$ cat config.mk
export PLATFORM = sky130hd
export DESIGN_NAME = skid_buffer
export DESIGN_NICKNAME = d
export VERILOG_FILES = /design/src/rtl/skid_buffer.sv
export SDC_FILE = /design/constraint.sdc
export NUM_CORES = 1
export LEC_CHECK = 0
export CORE_UTILIZATION = 45
export DETAILED_ROUTE_END_ITERATION = 8
export PLACE_DENSITY = 0.81
export SLEW_MARGIN = 20
export SYNTH_ARGS = -nofsm -noshare
export SYNTH_HDL_FRONTEND = slang
export SYNTH_SLANG_ARGS = --single-unit
$ cat constraint.sdc
create_clock -name clock -period 2.4 [get_ports clock]
set_clock_uncertainty 0.1 [all_clocks]
set_input_delay 0.48 -clock clock [delete_from_list [all_inputs] [get_ports clock]]
set_output_delay 0.48 -clock clock [all_outputs]
set_load 0.01 [all_outputs]
$ cat src/rtl/skid_buffer.sv
// ---------------------------------------------------------------------------
// skid_buffer
//
// Two-entry first-word-fall-through buffer placed between a producer and a
// consumer. Its outputs come straight from flops, so it breaks the
// combinational ready/valid path between the two sides. With one entry held
// it can accept a write and serve a read on every edge.
//
// Ports:
//   clock        rising-edge clock
//   resetn       asynchronous active-low reset; clears all contents
//   write_enable push write_data at the rising edge (ignored while full)
//   write_data   data to push
//   full         two entries held; no write is accepted
//   read_enable  pop the head entry at the rising edge (ignored while empty)
//   read_data    head (oldest) entry; valid whenever empty is low
//   empty        no entries held
// ---------------------------------------------------------------------------
module skid_buffer #(
    parameter int WIDTH = 8
) (
    input  logic             clock,
    input  logic             resetn,
    input  logic             write_enable,
    input  logic [WIDTH-1:0] write_data,
    output logic             full,
    input  logic             read_enable,
    output logic [WIDTH-1:0] read_data,
    output logic             empty
);

    // Occupancy is tracked as a small state machine: 0, 1 or 2 entries.
    typedef enum logic [1:0] {
        OCC_ZERO = 2'd0,
        OCC_ONE  = 2'd1,
        OCC_TWO  = 2'd2
    } occ_t;

    occ_t             occ_q, occ_d;
    logic [WIDTH-1:0] head_q, head_d;
    logic [WIDTH-1:0] skid_q, skid_d;
    logic             empty_q, empty_d;
    logic             full_q, full_d;

    always_ff @(posedge clock or negedge resetn) begin
        if (!resetn) begin
            occ_q   <= OCC_ZERO;
            head_q  <= '0;
            skid_q  <= '0;
            empty_q <= 1'b1;
            full_q  <= 1'b0;
        end else begin
            occ_q   <= occ_d;
            head_q  <= head_d;
            skid_q  <= skid_d;
            empty_q <= empty_d;
            full_q  <= full_d;
        end
    end

    always_comb begin
        occ_d  = occ_q;
        head_d = head_q;
        skid_d = skid_q;

        case (occ_q)
            // Nothing to pop, so a read is ignored; a write lands in the head
            // and becomes visible right after this edge.
            OCC_ZERO: begin
                if (write_enable) begin
                    head_d = write_data;
                    occ_d  = OCC_ONE;
                end
            end

            // Streaming case: a simultaneous write and read replaces the head
            // directly and the skid register stays unused.
            OCC_ONE: begin
                case ({write_enable, read_enable})
                    2'b10: begin
                        skid_d = write_data;
                        occ_d  = OCC_TWO;
                    end
                    2'b01: begin
                        occ_d = OCC_ZERO;
                    end
                    2'b11: begin
                        head_d = write_data;
                    end
                    default: begin
                        occ_d = OCC_ONE;
                    end
                endcase
            end

            // Writes are dropped while full; a read moves the skid entry up.
            OCC_TWO: begin
                if (read_enable) begin
                    head_d = skid_q;
                    occ_d  = OCC_ONE;
                end
            end

            default: begin
                occ_d = OCC_ZERO;
            end
        endcase
    end

    // Flags are registered alongside the occupancy so they change on the same
    // edge and never depend on the enables combinationally.
    always_comb begin
        empty_d = (occ_d == OCC_ZERO);
        full_d  = (occ_d == OCC_TWO);
    end

    assign read_data = head_q;
    assign empty     = empty_q;
    assign full      = full_q;

endmodule

* After elaboration in Yosys (flattened, before gate mapping) *
Cells that the tools add are included.

operators by class
  $add $sub $neg = 0
  multipliers = 0
  divide/modulo/power cells = 0
  order comparisons = 0
  eq/ne operators = 9
  shift operators = 0
  mux-type cells = 8
  bitwise operators = 0
  reductions and logical operators = 5

operators with widths
  kind                                                                    number
  8-bit 2-to-1 mux                                                        3
  8-bit case mux with 3 select lines                                      1
  2-bit case mux with 3 select lines                                      2
  2-bit equality test (second input constant)                             4
  2-bit by 1-bit equality test with 1-bit output (second input constant)  2
  2-bit logical NOT                                                       2
  2-bit 2-to-1 mux                                                        2
  2-bit != test (second input constant)                                   2
  4-bit AND reduction                                                     1
  3-bit nonzero test                                                      1
  2-bit by 1-bit != test with 1-bit output (second input constant)        1
  2-bit AND reduction                                                     1

storage, ports and cells
  bits in registers = 20
  latch bits = 0
  bits in writable memories = 0
  ROM bits = 0
  input bits = 12
  output and inout bits = 10
  logic and storage cells = 27
  memories kept = 0

* Depth between registers and ports, before layout *
Gate-level depths: netlist of the first run.

  word-level depth = 4
  depth in mapped cells = 4
  gate-level depth less buffers = 4

* Worst setup path after synthesis of the first run *
No wires, ideal clock.

  path type = register to register
  start point = register occ_q[0]
  end point = register head_q[0] (netlist: read_data[0])
  library setup time = 0.125 ns
  arrival time = 1.294 ns
  required time = 2.175 ns
  slack = 0.881 ns
  stages on the path, launching flop included = 5
  path buffers = 1
  period minus slack after synthesis = 1.519 ns
  cells stage by stage = dfrtp_1 -> nor2b_1 -> buf_6 -> mux2_2 -> mux2_2

on the way
  word-level cells in the longest chain between the ends = 3
  elaborated cells on any way between the ends = 9
  classes of those cells = 5 x eq/ne; 1 x mux; 3 x reduce/logical

RTL lines
  item                                                                                     RTL line  source
  start, declared                                                                          39        occ_t occ_q, occ_d;
  start signal, assigned                                                                   47        occ_q <= OCC_ZERO;
  start signal, assigned                                                                   53        occ_q <= occ_d;
  2-bit by 1-bit equality test with 1-bit output, or another cell as far along             66        case (occ_q)
  2-bit by 1-bit != test with 1-bit output (no source line), or another cell as far along  --
  4-bit AND reduction (no source line)                                                     --
  end signal, assigned                                                                     48        head_q <= '0;
  end signal, assigned                                                                     54        head_q <= head_d;
  end, declared                                                                            40        logic [WIDTH-1:0] head_q, head_d;

Parallel ways exist; a longest one is shown, timed or not.
A chain may end at the register's enable or synchronous reset.

* Final worst setup path of the first run *
  start point = register empty_q (netlist: empty)
  end point = output port empty

RTL lines
  item                    RTL line  source
  start, declared         42        logic empty_q, empty_d;
  start signal, assigned  56        empty_q <= empty_d;
  end, declared           29        output logic empty

No word-level cell between the ends.

==> results of run 1 <==
==> power by group through the flow <==
stage | Clock [W] | Sequential (W) | Combinational, W
after floorplan | 0 | 0.000542 | 0.000169
after global placement | 0 | 0.000523 | 0.000347
after detailed placement | 0 | 0.000532 | 0.000356
after CTS | 0.000168 | 0.000525 | 0.000358
after global routing | 0.000178 | 0.000540 | 0.000381
final | 0.000160 | 0.000521 | 0.000352
==> layout by cell type, fill, tap and decap left out, drive strengths merged <==
cell type | netlist | final
a21oi | 2 | 2
buf | 1 | 2
clkbuf | 0 | 4
clkdlybuf4s50 | 0 | 21
dfrtp | 19 | 19
dfstp | 1 | 1
inv | 1 | 1
mux2 | 25 | 25
nand2b | 2 | 2
nor2 | 4 | 4
nor2b | 2 | 2
o21ai | 3 | 3
==> logic make-up after synthesis <==
| group | after synthesis |
|---|---|
| compound gates | 5 |
| simple gates | 8 |
| flops | 20 |
| mux | 25 |
| buf+inv | 2 |
==> how the worst max path moves through the flow <==
stage                             startpoint                        to  slack (ns)  depth (start not counted)
after floorplan           occ_q[0]$_DFF_PN0_  read_data[0]$_DFFE_PN0P_        0.88                          4
after global placement          write_enable  read_data[6]$_DFFE_PN0P_        0.32                          4
after detailed placement        write_enable  read_data[1]$_DFFE_PN0P_        0.26                          4
after CTS                 occ_q[0]$_DFF_PN0_  read_data[7]$_DFFE_PN0P_        0.47                          4
after global routing      occ_q[0]$_DFF_PN0_  read_data[7]$_DFFE_PN0P_        0.40                          4
final                        empty$_DFF_PN1_                     empty        0.49                          1
==> stage by stage <==
| step | worst slack, ns | hold WS [ns] | cell area, um2 | total power [W] |
|---|---|---|---|---|
| after floorplan | 0.881 | 0.0844 | 875 | 0.000711 |
| after global placement | 0.319 | 0.384 | 1120 | 0.000870 |
| after detailed placement | 0.259 | 0.394 | 1120 | 0.000888 |
| after CTS | 0.467 | 0.391 | 1150 | 0.00105 |
| after global routing | 0.404 | 0.398 | 1150 | 0.00110 |
| final | 0.488 | 0.389 | 1150 | 0.00103 |
==> final cells by class <==
type / count / area, um2 / area share
Multi-Input combinational cell: 38 / 358 / 0.312
Clock buffer: 4 / 26.3 / 0.0229
Sequential cell: 20 / 502 / 0.438
Inverter: 1 / 3.75 / 0.00328
Tap cell: 25 / 31.3 / 0.0273
Timing Repair Buffer: 23 / 225 / 0.197
==> layer usage <==
layer	vias to the layer above	global-route usage
li1	265	-
met1	261	0.203
met2	12	0.270
met3	2	0.0235
met4	0	0.118
met5	-	0
==> state kept, by name, summed over array words and instances (netlist names) <==
register,cells
read_data,8
full,1
occ_q,2
empty,1
skid_q,8
==> results.cfg, run 1 <==
[floorplanning]
initial_utilization = 0.491
die_h_um = 46.1
rows = 15
core_area_um2 = 1780
dieArea_um2 = 2120
die_w_um = 46.1
ios = 22

[timing]
final-hold-violation-count = 0
slew_headroom = 0.694
period_needed_ns = 1.91
setup-tns-final_ns = 0
fmax_mhz = 523
drv_slew = 0
finalSetupViolCount = 0
rsz0062_at_grt = no
fin_crit_sh = 0.797
worst_pin_slew_ns = 0.457

[setup_path]
r2r_end = read_data[7]$_DFFE_PN0P_
startpoint_type = register
worst-path-max-fanout = 1
cpPeakStageDelay_ns = 0.53
critical_path_required_ns = 1.82
critPathSlowestCell = dfstp_2
criticalPathCategory = register to primary output
critPathTopFamily = flip-flops
cp-end-kind = primary output
path_buf_inv = 1
r2r-start = occ_q[0]$_DFF_PN0_
crit_chain = clkdlybuf4s50_1
worstRegToRegCells = 4
rrSetupSlack_ns = 0.50
cp.arrival_ns = 1.33

[synth]
synth-simple-area-share = 0.0544
synth_xor_area_frac = 0
yosysUniqueCellTypes = 13
synthesis.nets = 72
syn_avg_cell_area_um2 = 14.6
syn_area_um2 = 875
yosysTopAreaCell = dfrtp_1
yosys_warnings = 0
yosys-top-cells-count = mux2_2, dfrtp_1, nor2_1
yosys_most_used_dff = dfrtp_1
synth_area_leaders = dfrtp_1, mux2_2, dfstp_2
syn-instance-count = 60
synthMuxAreaShare = 0.322
synthAdderAreaFrac = 0
ys_seq_area_frac = 0.574
yosysTopAreaCellShare = 0.544
synth_compound_area_frac = 0.0329
async_reset_ff_frac = 1.00
synth_edf_count = 0
synth_most_common_cell = mux2_2
synth_top_family_by_area = multiplexers
ys_seq_elements = 20

[layout]
syn_to_final_growth_pct = 31.0
n_antenna_cell = 0
fillers = 150
fin_cells = 111
drive_gt1_frac = 0.384
post-route-util = 0.643
nNetsFinal = 99

[routing]
drt_iter0_markers = 6
drc_errors = 0
final_antenna_net_count = 0
routed-wl-met3_um = 55
totalWireLength_mm = 1.46
wl_per_cell_um = 13.2
drt-pass1-iter-count = 3
wl_met1_um = 646
vias = 540
viasPerCell = 4.86
top_layer = met4
wl_met2_um = 746

[cts]
cts_num_sinks = 20
tritoncts = done
cts_buffers = 3
cts_max_path_buffers = 2
ctsHoldBuffers = 0
root_buffer = clkbuf_4
clk_pin_slew_ns = 0.11
htreeDepth = 1
cts_resized = 0
clkLatencyLatePin_ns = 0.29
cts_setup_buffers = 0

[power]
p_comb_frac = 0.341
seqPwrFrac = 0.505
power_density_nw_per_um2 = 901
p_switching_w = 0.000280
p_leak_nw = 0.469
p_int_w = 0.000752
clockPowerShare = 0.155
switching_share = 0.271
ir_drop_uv = 492

[min_path]
min-delay-path-class = input port to asynchronous set/reset pin

[global_route]
grt_usage = 0.167
grt_pass1_wl_mm = 2.39
grt_overflow = 0
antenna_found_initial = 0
grt_start_max_net_pins = 12
grt_pass1_vias = 554

[placed_design]
numPortBuffers = 21
hpwl_mm = 1.12
gp_congestion = 0.792
dp.cells = 107

[job]
max_cap_violations = 0

[run_status]
status = completed
Power figures use the tool's default switching activity.
==> run 2, diff against run 1 <==
--- a/config.mk
+++ b/config.mk
@@ -5,9 +5,9 @@
 export SDC_FILE = /design/constraint.sdc
 export NUM_CORES = 1
 export LEC_CHECK = 0
-export CORE_UTILIZATION = 45
+export CORE_UTILIZATION = 42
 export DETAILED_ROUTE_END_ITERATION = 8
-export PLACE_DENSITY = 0.81
+export PLACE_DENSITY = 0.8
 export SLEW_MARGIN = 20
 export SYNTH_ARGS = -nofsm -noshare
 export SYNTH_HDL_FRONTEND = slang
==> constraint.sdc (replaced) <==
create_clock -name clock -period 1.65 [get_ports clock]
set_clock_uncertainty 0.1 [all_clocks]
set_input_delay 0.33 -clock clock [delete_from_list [all_inputs] [get_ports clock]]
set_output_delay 0.33 -clock clock [all_outputs]
set_load 0.01 [all_outputs]
==> run 2 against run 1 <==
Against the previous run: combinational power up 46%; critical path depth up 4; routed wire length up 16%; highest routed layer unchanged.
==> results.cfg, run 2 (same netlist as run 1, synthesis figures left out) <==
[setup_path]
critPathTopFamily = buffers and inverters
criticalPathCategory = input port to register
cp.arrival_ns = 1.70
cp-end-kind = register
cpPeakStageDelay_ns = 0.51
critical_path_required_ns = 1.74
path_buf_inv = 1
worstRegToRegCells = 5
r2r-start = occ_q[1]$_DFF_PN0_
r2r_end = read_data[4]$_DFFE_PN0P_
worst-path-max-fanout = 8
crit_cells = 5
startpoint_type = input port
rrSetupSlack_ns = 0.05
crit_chain = clkdlybuf4s50_1 -> nor2b_1 -> o21ai_1 -> o21ai_4 -> mux2_2
critPathSlowestCell = clkdlybuf4s50_1

[power]
power_density_nw_per_um2 = 1260
seqPwrFrac = 0.499
p_int_w = 0.00107
ir_drop_uv = 698
switching_share = 0.290
p_leak_nw = 0.525
p_comb_frac = 0.341
p_switching_w = 0.000437
clockPowerShare = 0.160

[global_route]
grt_pass1_wl_mm = 2.53
grt_pass1_vias = 566
grt_usage = 0.174
grt_start_max_net_pins = 21
grt_overflow = 0
antenna_found_initial = 0

[floorplanning]
die_w_um = 47.6
dieArea_um2 = 2270
core_area_um2 = 1960
initial_utilization = 0.446
ios = 22
die_h_um = 47.6
rows = 16

[cts]
cts_max_path_buffers = 2
cts_buffers = 3
cts_num_sinks = 20
clk_pin_slew_ns = 0.11
tritoncts = done
htreeDepth = 1
root_buffer = clkbuf_4
ctsHoldBuffers = 0
clkLatencyLatePin_ns = 0.31

[timing]
slew_headroom = 0.794
fin_ws_ns = 0.0371
worst_pin_slew_ns = 0.308
whs_ns = 0.242
finalSetupViolCount = 0
period_needed_ns = 1.61
setup-tns-final_ns = 0
fin_crit_sh = 0.978
fmax_mhz = 620
drv_slew = 0
final-hold-violation-count = 0

[layout]
mostFrequentLayoutCells = mux2_2, dfrtp_1, clkdlybuf4s50_1, dlygate4sd2_1, buf_4
n_antenna_cell = 0
nNetsFinal = 104
drive_gt1_frac = 0.429
layout_commonest_cell = mux2_2
syn_to_final_growth_pct = 36.3

[placed_design]
numPortBuffers = 21
hpwl_mm = 1.21
gp_congestion = 0.726
place_ws_ns = -0.338

[routing]
drt-pass1-iter-count = 2
totalWireLength_mm = 1.69
drt_iter0_markers = 5
vias = 589
wl_per_cell_um = 14.4
final_antenna_net_count = 0
viasPerCell = 4.99
drc_errors = 0

[job]
max_cap_violations = 0

[min_path]
min-delay-path-class = input port to asynchronous set/reset pin

[run_status]
status = completed
[run 2: through the flow]
step | util | std cells | total power, W | area, um2
after detailed placement | 0.584 | 112 | 0.00132 | 1140
after global routing | 0.608 | 118 | 0.00161 | 1190
after CTS | 0.598 | 116 | 0.00153 | 1170
final | 0.608 | 118 | 0.00151 | 1190
after global placement | 0.584 | 112 | 0.00128 | 1140
after floorplan | - | 60 | 0.00103 | 875
[run 2: worst max-delay path by stage]
stage                        startpoint                       end  slack, ns
4_1_cts        read_data[2]$_DFFE_PN0P_              read_data[2]      0.004
3_3_place_gp               write_enable  read_data[3]$_DFFE_PN0P_      -0.28
3_5_place_dp               write_enable  read_data[4]$_DFFE_PN0P_      -0.34
2_1_floorplan        occ_q[0]$_DFF_PN0_  read_data[0]$_DFFE_PN0P_       0.13
5_1_grt              occ_q[1]$_DFF_PN0_  read_data[4]$_DFFE_PN0P_      -0.01
6_report                   write_enable  read_data[4]$_DFFE_PN0P_       0.04
[run 2: final cells by class]
cell class / instances / area, um2
repair buffers: 28 / 259
inverters: 1 / 3.75
multi-input cells: 38 / 368
clock buffers: 4 / 26.3
fillers: 176 / 769
flip-flops and latches: 20 / 502
well taps: 27 / 33.8
[run 2: repair_timing]
action | CTS | global route
endpoints found under the setup margin | 15 | 9
gates resized for setup | 9 | 2
endpoints found under the hold margin | 0 | 0
buffers inserted | 0 | 2
[run 2: worst reg2reg max path: stages (launching register included)]
cell and delay (ns):
dfrtp_1 0.42, buf_4 0.15, nor2b_1 0.14, o21ai_1 0.13, o21ai_4 0.16, mux2_2 0.39
[run 2: power by group through the flow]
stage / sequential (W) / combinational [W] / clock, W
after floorplan: 0.000788 / 0.000246 / 0
after global placement: 0.000755 / 0.000524 / 0
after detailed placement: 0.000768 / 0.000550 / 0
after CTS: 0.000756 / 0.000518 / 0.000252
after global routing: 0.000773 / 0.000562 / 0.000270
final: 0.000752 / 0.000514 / 0.000242
[run 2: per-layer routing]
metal | up-vias | GRT usage | wire [um]
li1 | 277 | - | -
met4 | 0 | 0.0778 | 29
met1 | 292 | 0.213 | 726
met3 | 5 | 0.0717 | 73
met2 | 15 | 0.271 | 864
met5 | - | 0 | 0
==> run 3, diff against run 2 <==
--- a/config.mk
+++ b/config.mk
@@ -5,9 +5,9 @@
 export SDC_FILE = /design/constraint.sdc
 export NUM_CORES = 1
 export LEC_CHECK = 0
-export CORE_UTILIZATION = 42
+export CORE_UTILIZATION = 45
 export DETAILED_ROUTE_END_ITERATION = 8
-export PLACE_DENSITY = 0.8
+export PLACE_DENSITY = 0.81
 export SLEW_MARGIN = 20
 export SYNTH_ARGS = -nofsm -noshare
 export SYNTH_HDL_FRONTEND = slang
==> constraint.sdc (replaced) <==
create_clock -name clock -period 1.8 [get_ports clock]
set_clock_uncertainty 0.1 [all_clocks]
set_input_delay 0.36 -clock clock [delete_from_list [all_inputs] [get_ports clock]]
set_output_delay 0.36 -clock clock [all_outputs]
set_load 0.01 [all_outputs]
==> run 3 against run 2 <==
Against the previous run: first-iteration DRC count decreased by 100%; combinational power fell by 7.4%; global-route usage down 1.6 points; final area is 0.63% lower; register-to-register slack better by 0.09 ns; setup slack better by 0.11 ns; total power decreased by 5.9%; clock power increased by 2%; sequential power is 7.4% lower; die area down 6.4%; count of clock-buffer cells in the layout stayed put; sequential share of layout area up 0.27 points; critical path type is now register to register.
==> results.cfg, run 3 (same netlist as run 1, synthesis figures left out) <==
[cts]
clkLatencyLatePin_ns = 0.29
ctsHoldBuffers = 0
tritoncts = done
cts_resized = 1
root_buffer = clkbuf_4
cts_buffers = 3
clk_pin_slew_ns = 0.11
cts_max_path_buffers = 2
cts_setup_buffers = 0
htreeDepth = 1
cts_num_sinks = 20

[placed_design]
numPortBuffers = 21
gp_congestion = 0.806

[power]
ir_drop_uv = 728
p_leak_nw = 0.496
power_w = 0.00142
power_density_nw_per_um2 = 1200

[global_route]
antenna_found_initial = 0
grt_usage = 0.158
grt_pass1_wl_mm = 2.28
grt_start_max_net_pins = 21
grt_pass1_vias = 540
grt_overflow = 0

[floorplanning]
die_h_um = 46.1
core_area_um2 = 1780
dieArea_um2 = 2120
rows = 15
die_w_um = 46.1
ios = 22
initial_utilization = 0.491

[layout]
n_antenna_cell = 0
layout_commonest_cell = mux2_2
drive_gt1_frac = 0.422
nNetsFinal = 103
syn_to_final_growth_pct = 35.5
mostFrequentLayoutCells = mux2_2, clkdlybuf4s50_1, dfrtp_1, buf_4

[timing]
rsz0062_at_grt = no
final-hold-violation-count = 0
worst_pin_slew_ns = 0.450
fin_crit_sh = 0.921
period_needed_ns = 1.66
whs_ns = 0.294
slew_headroom = 0.700
finalSetupViolCount = 0
drv_slew = 0
fmax_mhz = 603

[routing]
viasPerCell = 4.94
drt-pass1-iter-count = 1
drc_errors = 0
vias = 568
final_antenna_net_count = 0
drt_iter0_markers = 0
wl_per_cell_um = 12.7
totalWireLength_mm = 1.46

[setup_path]
critPathSlowestCell = dfrtp_1
rrSetupSlack_ns = 0.14
worst-path-max-fanout = 6
critical_path_required_ns = 1.88
cp.arrival_ns = 1.74
criticalPathCategory = register to register
path_buf_inv = 1
cp-endpoint = read_data[4]$_DFFE_PN0P_
crit_start = occ_q[0]$_DFF_PN0_
startpoint_type = register
crit_cells = 4
cpPeakStageDelay_ns = 0.44
worstRegToRegCells = 4
critPathTopFamily = multiplexers
cp-end-kind = register
crit_chain = nor2b_1 -> buf_4 -> mux2_2 -> mux2_2
r2r-start = occ_q[0]$_DFF_PN0_
r2r_end = read_data[4]$_DFFE_PN0P_
cp_common_cell = mux2_2

[min_path]
min-delay-path-class = input port to asynchronous set/reset pin

[run_status]
status = completed

[job]
max_cap_violations = 0
[run 3: cell count changes in the layout (fill, tap and decap cells not counted), sizes merged]
| cell | previous run | this run |
|---|---|---|
| clkdlybuf4s50 | 12 | 20 |
| dlygate4sd2 | 7 | 1 |
| dlymetal6s2s | 2 | 0 |
| buf | 7 | 6 |
[run 3: final cells by class]
class,count,area (um2)
Clock buffer,4,36.3
Fill cell,131,598
Inverter,1,3.75
Multi-Input combinational cell,38,358
Sequential cell,20,502
Tap cell,25,31.3
Timing Repair Buffer,27,254
[run 3: metrics by stage]
step	utilization	setup TNS (ns)	instances	worst slack, ns	instance area, um2
6_report	0.665	0	115	0.142	1180
5_1_grt	0.665	0	115	0.0739	1180
4_1_cts	0.665	0	115	0.122	1180
3_5_place_dp	0.645	-2.47	111	-0.160	1150
3_3_place_gp	0.645	-2.01	111	-0.142	1150
2_1_floorplan	-	0	60	0.281	875
[run 3: worst min-delay path by stage]
stage / start / end / slack [ns] / cells after the start
CTS: resetn / full$_DFF_PN0_ / 0.29 / 2
global placement: skid_q[3]$_DFFE_PN0P_ / skid_q[3]$_DFFE_PN0P_ / 0.38 / 1
global route: resetn / full$_DFF_PN0_ / 0.31 / 2
finish: resetn / read_data[0]$_DFFE_PN0P_ / 0.29 / 2
detailed placement: skid_q[3]$_DFFE_PN0P_ / skid_q[3]$_DFFE_PN0P_ / 0.39 / 1
floorplan: resetn / full$_DFF_PN0_ / -0.04 / 0
[run 3: worst register-to-register path, stage by stage, from the launching register on]
cell	delay [ns]
dfrtp_1	0.44
nor2b_1	0.21
buf_4	0.19
mux2_2	0.34
mux2_2	0.26
[run 3: per-layer routing]
metal,share of wire,track usage
met1,0.46,0.195
met2,0.49,0.254
met4,0.0096,0.0882
met3,0.036,0.0353
met5,0,0
[run 3: power breakdown]
| group | leakage (nW) | total, W | internal [W] | switching, W |
|---|---|---|---|---|
| registers | 0.237 | 0.000696 | 0.000612 | 0.0000839 |
| logic | 0.238 | 0.000476 | 0.000313 | 0.000163 |
| clock network | 0.0210 | 0.000248 | 0.000123 | 0.000125 |
